===== config.mk =====
export PLATFORM = sky130hd
export DESIGN_NAME = opensync_cf_update
export DESIGN_NICKNAME = d
export VERILOG_FILES = /design/src/rtl/opensync_cf_update.sv
export SDC_FILE = /design/constraint.sdc
export NUM_CORES = 1
export LEC_CHECK = 0
export BUFFER_PORTS_ARGS = -buffer_cell sky130_fd_sc_hd__clkbuf_2
export CELL_PAD_IN_SITES_DETAIL_PLACEMENT = 0
export CELL_PAD_IN_SITES_GLOBAL_PLACEMENT = 2
export CORE_ASPECT_RATIO = 0.75
export CORE_MARGIN = 2
export CORE_UTILIZATION = 28
export DETAILED_ROUTE_END_ITERATION = 10
export PLACE_DENSITY = 0.73
export SLEW_MARGIN = 20
export SYNTH_ARGS = -nofsm -noshare
export SYNTH_HDL_FRONTEND = slang
export SYNTH_SLANG_ARGS = --single-unit
export TNS_END_PERCENT = 30

===== constraint.sdc =====
create_clock -name i_clk -period 3.7 [get_ports i_clk]
set_input_delay 1.11 -clock i_clk [delete_from_list [all_inputs] [get_ports i_clk]]
set_output_delay 1.11 -clock i_clk [all_outputs]
set_load 0.005 [all_outputs]

===== src/rtl/opensync_cf_update.sv =====
// PTP transparent-clock correction-field updater: delays the byte stream by eight
// cycles and, for an armed PTP frame, adds the residence time into the correction field.
module opensync_cf_update #(
    parameter int unsigned CF_OFFSET = 22,
    parameter logic [15:0] PTP_ETYPE = 16'h88F7
) (
    input  logic        i_clk,
    input  logic        i_rst_n,
    input  logic [7:0]  iv_data,
    input  logic        i_data_wr,
    input  logic [63:0] iv_receive_time,
    input  logic        i_cf_update_flag,
    input  logic [63:0] iv_local_time,
    output logic [7:0]  ov_data,
    output logic        o_data_wr
);

    localparam int unsigned DEPTH  = 8;
    localparam int unsigned IDX_W  = 11;
    localparam int unsigned RES_W  = 48;
    localparam logic [IDX_W-1:0] IDX_MAX    = IDX_W'(2047);
    localparam logic [IDX_W-1:0] IDX_ET_HI  = IDX_W'(12);
    localparam logic [IDX_W-1:0] IDX_ET_LO  = IDX_W'(13);
    localparam logic [IDX_W-1:0] IDX_CF_END = IDX_W'(CF_OFFSET + 7);

    typedef enum logic [2:0] {
        IDLE,
        ARMED,
        CHECK,
        UPDATE,
        PASS
    } state_t;

    state_t             state_q, state_d;
    logic               armed_q, armed_d;
    logic [63:0]        rx_time_q;
    logic [RES_W-1:0]   res_q;
    logic [IDX_W-1:0]   byte_idx_q;
    logic [7:0]         sd_data [DEPTH];
    logic               sd_valid [DEPTH];

    logic               capture_c;
    logic               rewrite_c;
    logic [63:0]        cf_old_c;
    logic [63:0]        cf_new_c;

    // Correction field as it stands the cycle its last byte is accepted: seven bytes
    // already in the line plus the incoming one.
    assign cf_old_c = {sd_data[6], sd_data[5], sd_data[4], sd_data[3],
                       sd_data[2], sd_data[1], sd_data[0], iv_data};
    assign cf_new_c = cf_old_c + {res_q, 16'h0000};

    assign ov_data   = sd_data[DEPTH-1];
    assign o_data_wr = sd_valid[DEPTH-1];

    // Eight-stage delay line; on rewrite the whole CF lands in stages 7..0 at once.
    always_ff @(posedge i_clk or negedge i_rst_n) begin
        if (!i_rst_n) begin
            for (int i = 0; i < DEPTH; i++) begin
                sd_data[i]  <= 8'h00;
                sd_valid[i] <= 1'b0;
            end
        end else begin
            sd_data[0]  <= i_data_wr ? iv_data : 8'h00;
            sd_valid[0] <= i_data_wr;
            for (int i = 1; i < DEPTH; i++) begin
                sd_data[i]  <= sd_data[i-1];
                sd_valid[i] <= sd_valid[i-1];
            end
            if (rewrite_c) begin
                for (int i = 0; i < DEPTH; i++) begin
                    sd_data[i] <= cf_new_c[8*i +: 8];
                end
            end
        end
    end

    // Byte index within the current frame, cleared in every gap cycle.
    always_ff @(posedge i_clk or negedge i_rst_n) begin
        if (!i_rst_n) begin
            byte_idx_q <= '0;
        end else if (!i_data_wr) begin
            byte_idx_q <= '0;
        end else if (byte_idx_q != IDX_MAX) begin
            byte_idx_q <= byte_idx_q + IDX_W'(1);
        end
    end

    // Receive time from the latest pulse; residence fixed at the armed frame's first byte.
    always_ff @(posedge i_clk or negedge i_rst_n) begin
        if (!i_rst_n) begin
            rx_time_q <= '0;
            res_q     <= '0;
        end else begin
            if (capture_c) begin
                res_q <= RES_W'(iv_local_time - rx_time_q);
            end
            if (i_cf_update_flag) begin
                rx_time_q <= iv_receive_time;
            end
        end
    end

    always_ff @(posedge i_clk or negedge i_rst_n) begin
        if (!i_rst_n) begin
            state_q <= IDLE;
            armed_q <= 1'b0;
        end else begin
            state_q <= state_d;
            armed_q <= armed_d;
        end
    end

    // Next-state logic; a pulse always re-arms, even on the cycle an armed frame starts.
    always_comb begin
        state_d   = state_q;
        armed_d   = armed_q;
        capture_c = 1'b0;
        rewrite_c = 1'b0;

        if (!i_data_wr) begin
            state_d = (armed_q || i_cf_update_flag) ? ARMED : IDLE;
        end else begin
            case (state_q)
                IDLE: begin
                    state_d = PASS;
                end
                ARMED: begin
                    state_d   = CHECK;
                    capture_c = 1'b1;
                    armed_d   = 1'b0;
                end
                CHECK: begin
                    if (byte_idx_q == IDX_ET_HI && iv_data != PTP_ETYPE[15:8]) begin
                        state_d = PASS;
                    end else if (byte_idx_q == IDX_ET_LO) begin
                        state_d = (iv_data == PTP_ETYPE[7:0]) ? UPDATE : PASS;
                    end
                end
                UPDATE: begin
                    if (byte_idx_q == IDX_CF_END) begin
                        rewrite_c = 1'b1;
                        state_d   = PASS;
                    end
                end
                PASS: begin
                    state_d = PASS;
                end
                default: begin
                    state_d = IDLE;
                end
            endcase
        end

        if (i_cf_update_flag) begin
            armed_d = 1'b1;
        end
    end

endmodule

=== Word-level counts from Yosys, hierarchy flattened ===
Cells that the tools add are included.

* Eq/ne operators: 13
* Add/subtract/negate cells: 3
* $lt $le $gt $ge: 0
* Bitwise operators: 0
* Shift operators: 0
* Reduce and logical (&&, ||, !) cells: 8
* Multiplexer cells: 19
* $mul: 0
* Div/mod/pow operators: 0

{| class="wikitable"
|+ Operators with widths
! operator !! number
|-
| adder 64 bit || 1
|-
| 2-to-1 mux 64 bit || 1
|-
| subtractor 48 bit || 1
|-
| == test 11 x 4 -> 1 bit, second input constant || 2
|-
| 2-to-1 mux 11 bit || 2
|-
| 2-to-1 mux 3 bit || 5
|-
| case mux 3 bit (4 select lines) || 1
|-
| adder 11 x 1 -> 11 bit, second input constant || 1
|-
| == test 11 x 5 -> 1 bit, second input constant || 1
|-
| != test 11 bit, second input constant || 1
|-
| 2-to-1 mux 1 bit || 9
|-
| == test 8 bit, second input constant || 1
|-
| 2-to-1 mux 8 bit || 1
|-
| != test 8 bit, second input constant || 1
|-
| == test 3 x 2 -> 1 bit, second input constant || 2
|-
| != test 4 bit, second input constant || 1
|-
| AND reduction 2 bit || 2
|-
| nonzero test 2 bit || 2
|-
| == test 3 x 1 -> 1 bit, second input constant || 1
|-
| == test 3 bit, second input constant || 1
|-
| logical NOT 3 bit || 1
|-
| != test 3 bit, second input constant || 1
|-
| != test 2 x 1 -> 1 bit, second input constant || 1
|-
| OR reduction 2 bit || 1
|-
| 2 further kinds || 2
|}

* Word-level logic and storage cells: 64
* Memories kept: 0
* ROM bits: 0
* Bits in writable memories: 0
* Input bits: 140
* Latch bits: 0
* Output and inout bits: 9
* Flip-flop bits (word level): 183

=== Logic depth before layout (Yosys ltp) ===
* Depth in word-level cells: 6
* Mapped depth: 13
* Mapped depth without buffers: 13

=== Worst setup path after synthesis ===
No wires, ideal clock.

* Path type: input -> register
* Start: input iv_local_time[0]
* End: register res_q[46]
* Arrival time: 3.529 ns
* Path slack: 0.045 ns
* Buffers on the path: 0
* Setup time: 0.126 ns
* Required time: 3.574 ns
* Stages on the path: 13
* Path through: inv_1 -> ha_1 -> fa_1 -> nor2b_1 -> o21a_1 -> o211ai_1 -> a21oi_1 -> a21boi_0 -> o21ai_0 -> a21oi_1 -> a21oi_1 -> nor3_1 -> a311o_1

* Cells in the longest elaborated chain, start to end: 1

{| class="wikitable"
|+ Ends and longest elaborated chain
! what !! line !! text
|-
| start, declared || 13 || <nowiki>input logic [63:0] iv_local_time,</nowiki>
|-
| subtractor 48 bit || 96 || <nowiki>res_q <= RES_W'(iv_local_time - rx_time_q);</nowiki>
|-
| end signal, assigned || 96 ||
|-
| end, declared || 37 || <nowiki>logic [RES_W-1:0] res_q;</nowiki>
|}

Every way passes these cells.
A chain may end at the register's enable or synchronous reset.

=== Worst setup path in the final report ===
* Start: input iv_local_time[8]
* End: register res_q[35]

Same word-level chain as after synthesis.

==> flow_summary.yaml <==
outcome:
  status: "finished, final reports clean"
timing:
  whs_ns: 0.347
  post-route-period-util: 0.931
  tightest_slew_ns: 0.702
  hold_violations: 0
  layout_min_cycle_time_ns: 3.44
  fmax_ghz: 0.290
  rsz0062_at_grt: "no"
  slew-limit-headroom: 0.532
  slew_violations: 0
  setup_viol: 0
  skew_ns: 0.0138
cts:
  cts_buffers: 17
  cts_root_buf: "clkbuf_16"
  htree_levels: 4
  clkSinkCount: 183
  clk_pin_slew_worst_paths_ns: 0.07
  tritoncts: "yes"
  insertion_delay_ns: 0.45
  cts_buffer_depth: 2
critical_path:
  cp.required_ns: 4.03
  r2r_cells: 12
  end_kind: "register"
  critPathMaxFanout: 4
  rr_startpoint: "res_q[0]"
  critPathKind: "in -> reg"
  reg2reg_to: "cf_old_c[56]"
  cp-start-kind: "input pin"
  worstPathArrival_ns: 3.77
  r2r_slack_ns: 0.30
synth:
  synth_edf_count: 0
  synth.distinct_cells: 66
  ys_warn_count: 0
  ys_seq_area_frac: 0.384
  synth-async-reset-ratio: 1.00
  synth_flop_cell: "dfrtp_1"
  yosysTopAreaCell: "dfrtp_1"
  synth_area_mm2: 0.0119
  postSynthAreaPerCell_um2: 8.70
  synthCells: 1371
  ys_ff_latch: 183
  synth_top_area_share: 0.384
  synth_area_leaders: "dfrtp_1 38%, ha_1 10%, o21ai_0 7.3%, nand2_1 6.3%, a21oi_1 4.3%"
  synth_nets: 1610
drt:
  vias_per_cell: 4.74
  drtPass1Iterations: 5
  drcViolationCount: 0
  via_count: 9942
  drt_iter0_drc: 547
  dr_wl_met3_um: 924
  met1_length_um: 19200
  routed_wl_um: 33500
  post_drt_wl_per_cell_um: 16.0
  highest_layer: "met4"
  dr_wl_met2_um: 13100
  ant_nets: 0
floorplan:
  die_area_mm2: 0.0443
  initial_core_util: 0.284
  coreArea_mm2: 0.0420
  ios: 149
  rows: 65
  die_height_um: 183
  die_x_um: 242
place:
  hpwl_um: 26600
  io_buffers: 116
  gp_congestion: 0.826
power_and_ir_drop:
  powerDensity_mw_per_mm2: 539
  combPwrFrac: 0.402
  power.net_switching_uw: 2970
  switching_share: 0.388
  p_leak_uw: 0.00678
  pwr-share-clk: 0.256
  peakVddDrop_uv: 306
  seq_power_share: 0.342
  intPower_uw: 4690
final_layout:
  fillers: 4466
  seq_area_mm2: 0.00458
  layout-drive-gt1-share: 0.159
  multi_input_area_mm2: 0.00685
  nNetsFinal: 1753
  final_util: 0.337
  syn_to_final_growth_pct: 19.0
grt:
  grt_usage: 0.157
  grt_pass1_wl_um: 54700
  grt_overflow: 0
  antenna_found_initial: 1
  grt_start_max_net_pins: 93
  grt_pass1_vias: 9767
flow_run:
  maxCapViolations: 0
worst_hold_path:
  min_to: "cf_old_c[17]"
  min_path_type: "reg -> reg"
  worstHoldStart: "cf_old_c[9]"
  holdPathStages: 0
per-layer routing:
layer / up-vias / GRT usage
li1: 5142 / -
met1: 4646 / 0.252
met2: 136 / 0.212
met3: 18 / 0.0268
met4: 0 / 0.0365
met5: - / 0
worst max path at each step:
stage	start	end
after floorplan	iv_local_time[0]	res_q[46]
after global placement	iv_local_time[0]	res_q[32]
after detailed placement	iv_local_time[0]	res_q[28]
after CTS	iv_local_time[0]	res_q[28]
after global routing	res_q[0]	cf_old_c[60]
final	iv_local_time[8]	res_q[35]
placed cells by master (no fill, tap or decap), drive strengths merged, types with 3 or more instances in the layout:
| master | Yosys | layout |
|---|---|---|
| o21ai | 178 | 178 |
| clkbuf | 55 | 133 |
| o21a | 14 | 14 |
| a41oi | 8 | 8 |
| o31ai | 9 | 9 |
| buf | 4 | 68 |
| nand4 | 26 | 26 |
| inv | 80 | 86 |
| xor2 | 38 | 38 |
| mux2 | 8 | 8 |
| dfrtp | 183 | 183 |
| ha | 97 | 97 |
| a21oi | 104 | 104 |
| nor3 | 18 | 18 |
| nand2 | 200 | 200 |
| nand3 | 19 | 19 |
| a21o | 56 | 56 |
| nor2 | 48 | 48 |
| or3 | 4 | 4 |
| a21boi | 4 | 4 |
| nor4 | 5 | 5 |
| nand2b | 10 | 10 |
| a31oi | 18 | 18 |
| o21bai | 27 | 27 |
| bufinv | 0 | 3 |
| and3 | 10 | 10 |
| and2 | 21 | 21 |
| a2111oi | 3 | 3 |
| a211o | 4 | 4 |
| xnor2 | 57 | 57 |
| o311ai | 4 | 4 |
| nor2b | 11 | 11 |
| nor4b | 4 | 4 |
| clkinv | 0 | 4 |
| a211oi | 10 | 10 |
| o211ai | 4 | 4 |
state kept, by name, summed over array words and instances (netlist names):
signal      cells
sd_valid        7
armed_q         1
o_data_wr       1
cf_old_c       56
res_q          48
byte_idx_q     11
ov_data         8
rx_time_q      48
state_q         3
cell usage after synthesis (3+ instances only):
master,instances
nand2_1,200
dfrtp_1,183
o21ai_0,173
a21oi_1,103
ha_1,97
inv_1,80
xnor2_1,57
a21o_1,56
clkbuf_1,55
nor2_1,48
xor2_1,38
o21bai_1,27
nand4_1,26
and2_1,21
nand3_1,19
nor3_1,18
a31oi_1,17
o21a_1,14
nor2b_1,11
a211oi_1,10
and3_1,10
nand2b_1,10
o31ai_1,9
mux2_2,8
a41oi_1,6
o21ai_1,5
a211o_1,4
a21boi_0,4
nor4_1,4
nor4b_1,4
or3_1,4
o211ai_1,3
o311ai_0,3
worst max-delay path, stage by stage:
cell,delay [ns]
clkbuf_2,0.08
ha_1,0.30
a21o_1,0.16
a21o_1,0.21
a2111oi_4,0.40
o31a_1,0.23
a21oi_1,0.11
a211o_1,0.35
a211o_1,0.33
a41oi_2,0.24
xor2_1,0.18
o21ai_1,0.07
stage by stage:
step | power (uW) | area [um^2] | setup TNS (ns) | worst slack [ns] | std cells
after floorplan | 4730 | 11900 | 0 | 0.0452 | 1371
after global placement | 5680 | 13500 | -4.70 | -0.377 | 2064
after detailed placement | 5690 | 13500 | -5.71 | -0.447 | 2064
after CTS | 7710 | 14200 | 0 | 0.0157 | 2096
after global routing | 8260 | 14200 | 0 | 0.0128 | 2097
final | 7650 | 14200 | 0 | 0.256 | 2097
cell type report:
cell class              instances  area share
clock buffers                  18      0.0302
clock inverters                14      0.0133
repair buffers                183      0.0796
inverters                      80      0.0212
flip-flops and latches        183       0.323
multi-input cells            1049       0.483
diodes                          1    0.000176
well taps                     569      0.0502
power groups by stage:
stage                     clock network (uW)  registers (uW)  logic, uW
after floorplan                            0            2500       2220
after global placement                     0            2650       3030
after detailed placement                   0            2650       3030
after CTS                               2040            2620       3050
after global routing                    2110            2660       3490
final                                   1960            2620       3080
cell families after synthesis:
family | synth area share
adders and majority gates | 0.105
buffers and inverters | 0.0439
DFF | 0.384
AOI/OAI and AO/OA | 0.240
muxes | 0.00839
xor gates and xnor gates | 0.0698
and+or+nand+nor | 0.149
what timing repair did:
item                       CTS  global route
gates resized for setup      0             9
setup endpoints to repair    0            13
hold buffers                 0             0
setup buffers                0             0
Power figures use the tool's default switching activity.
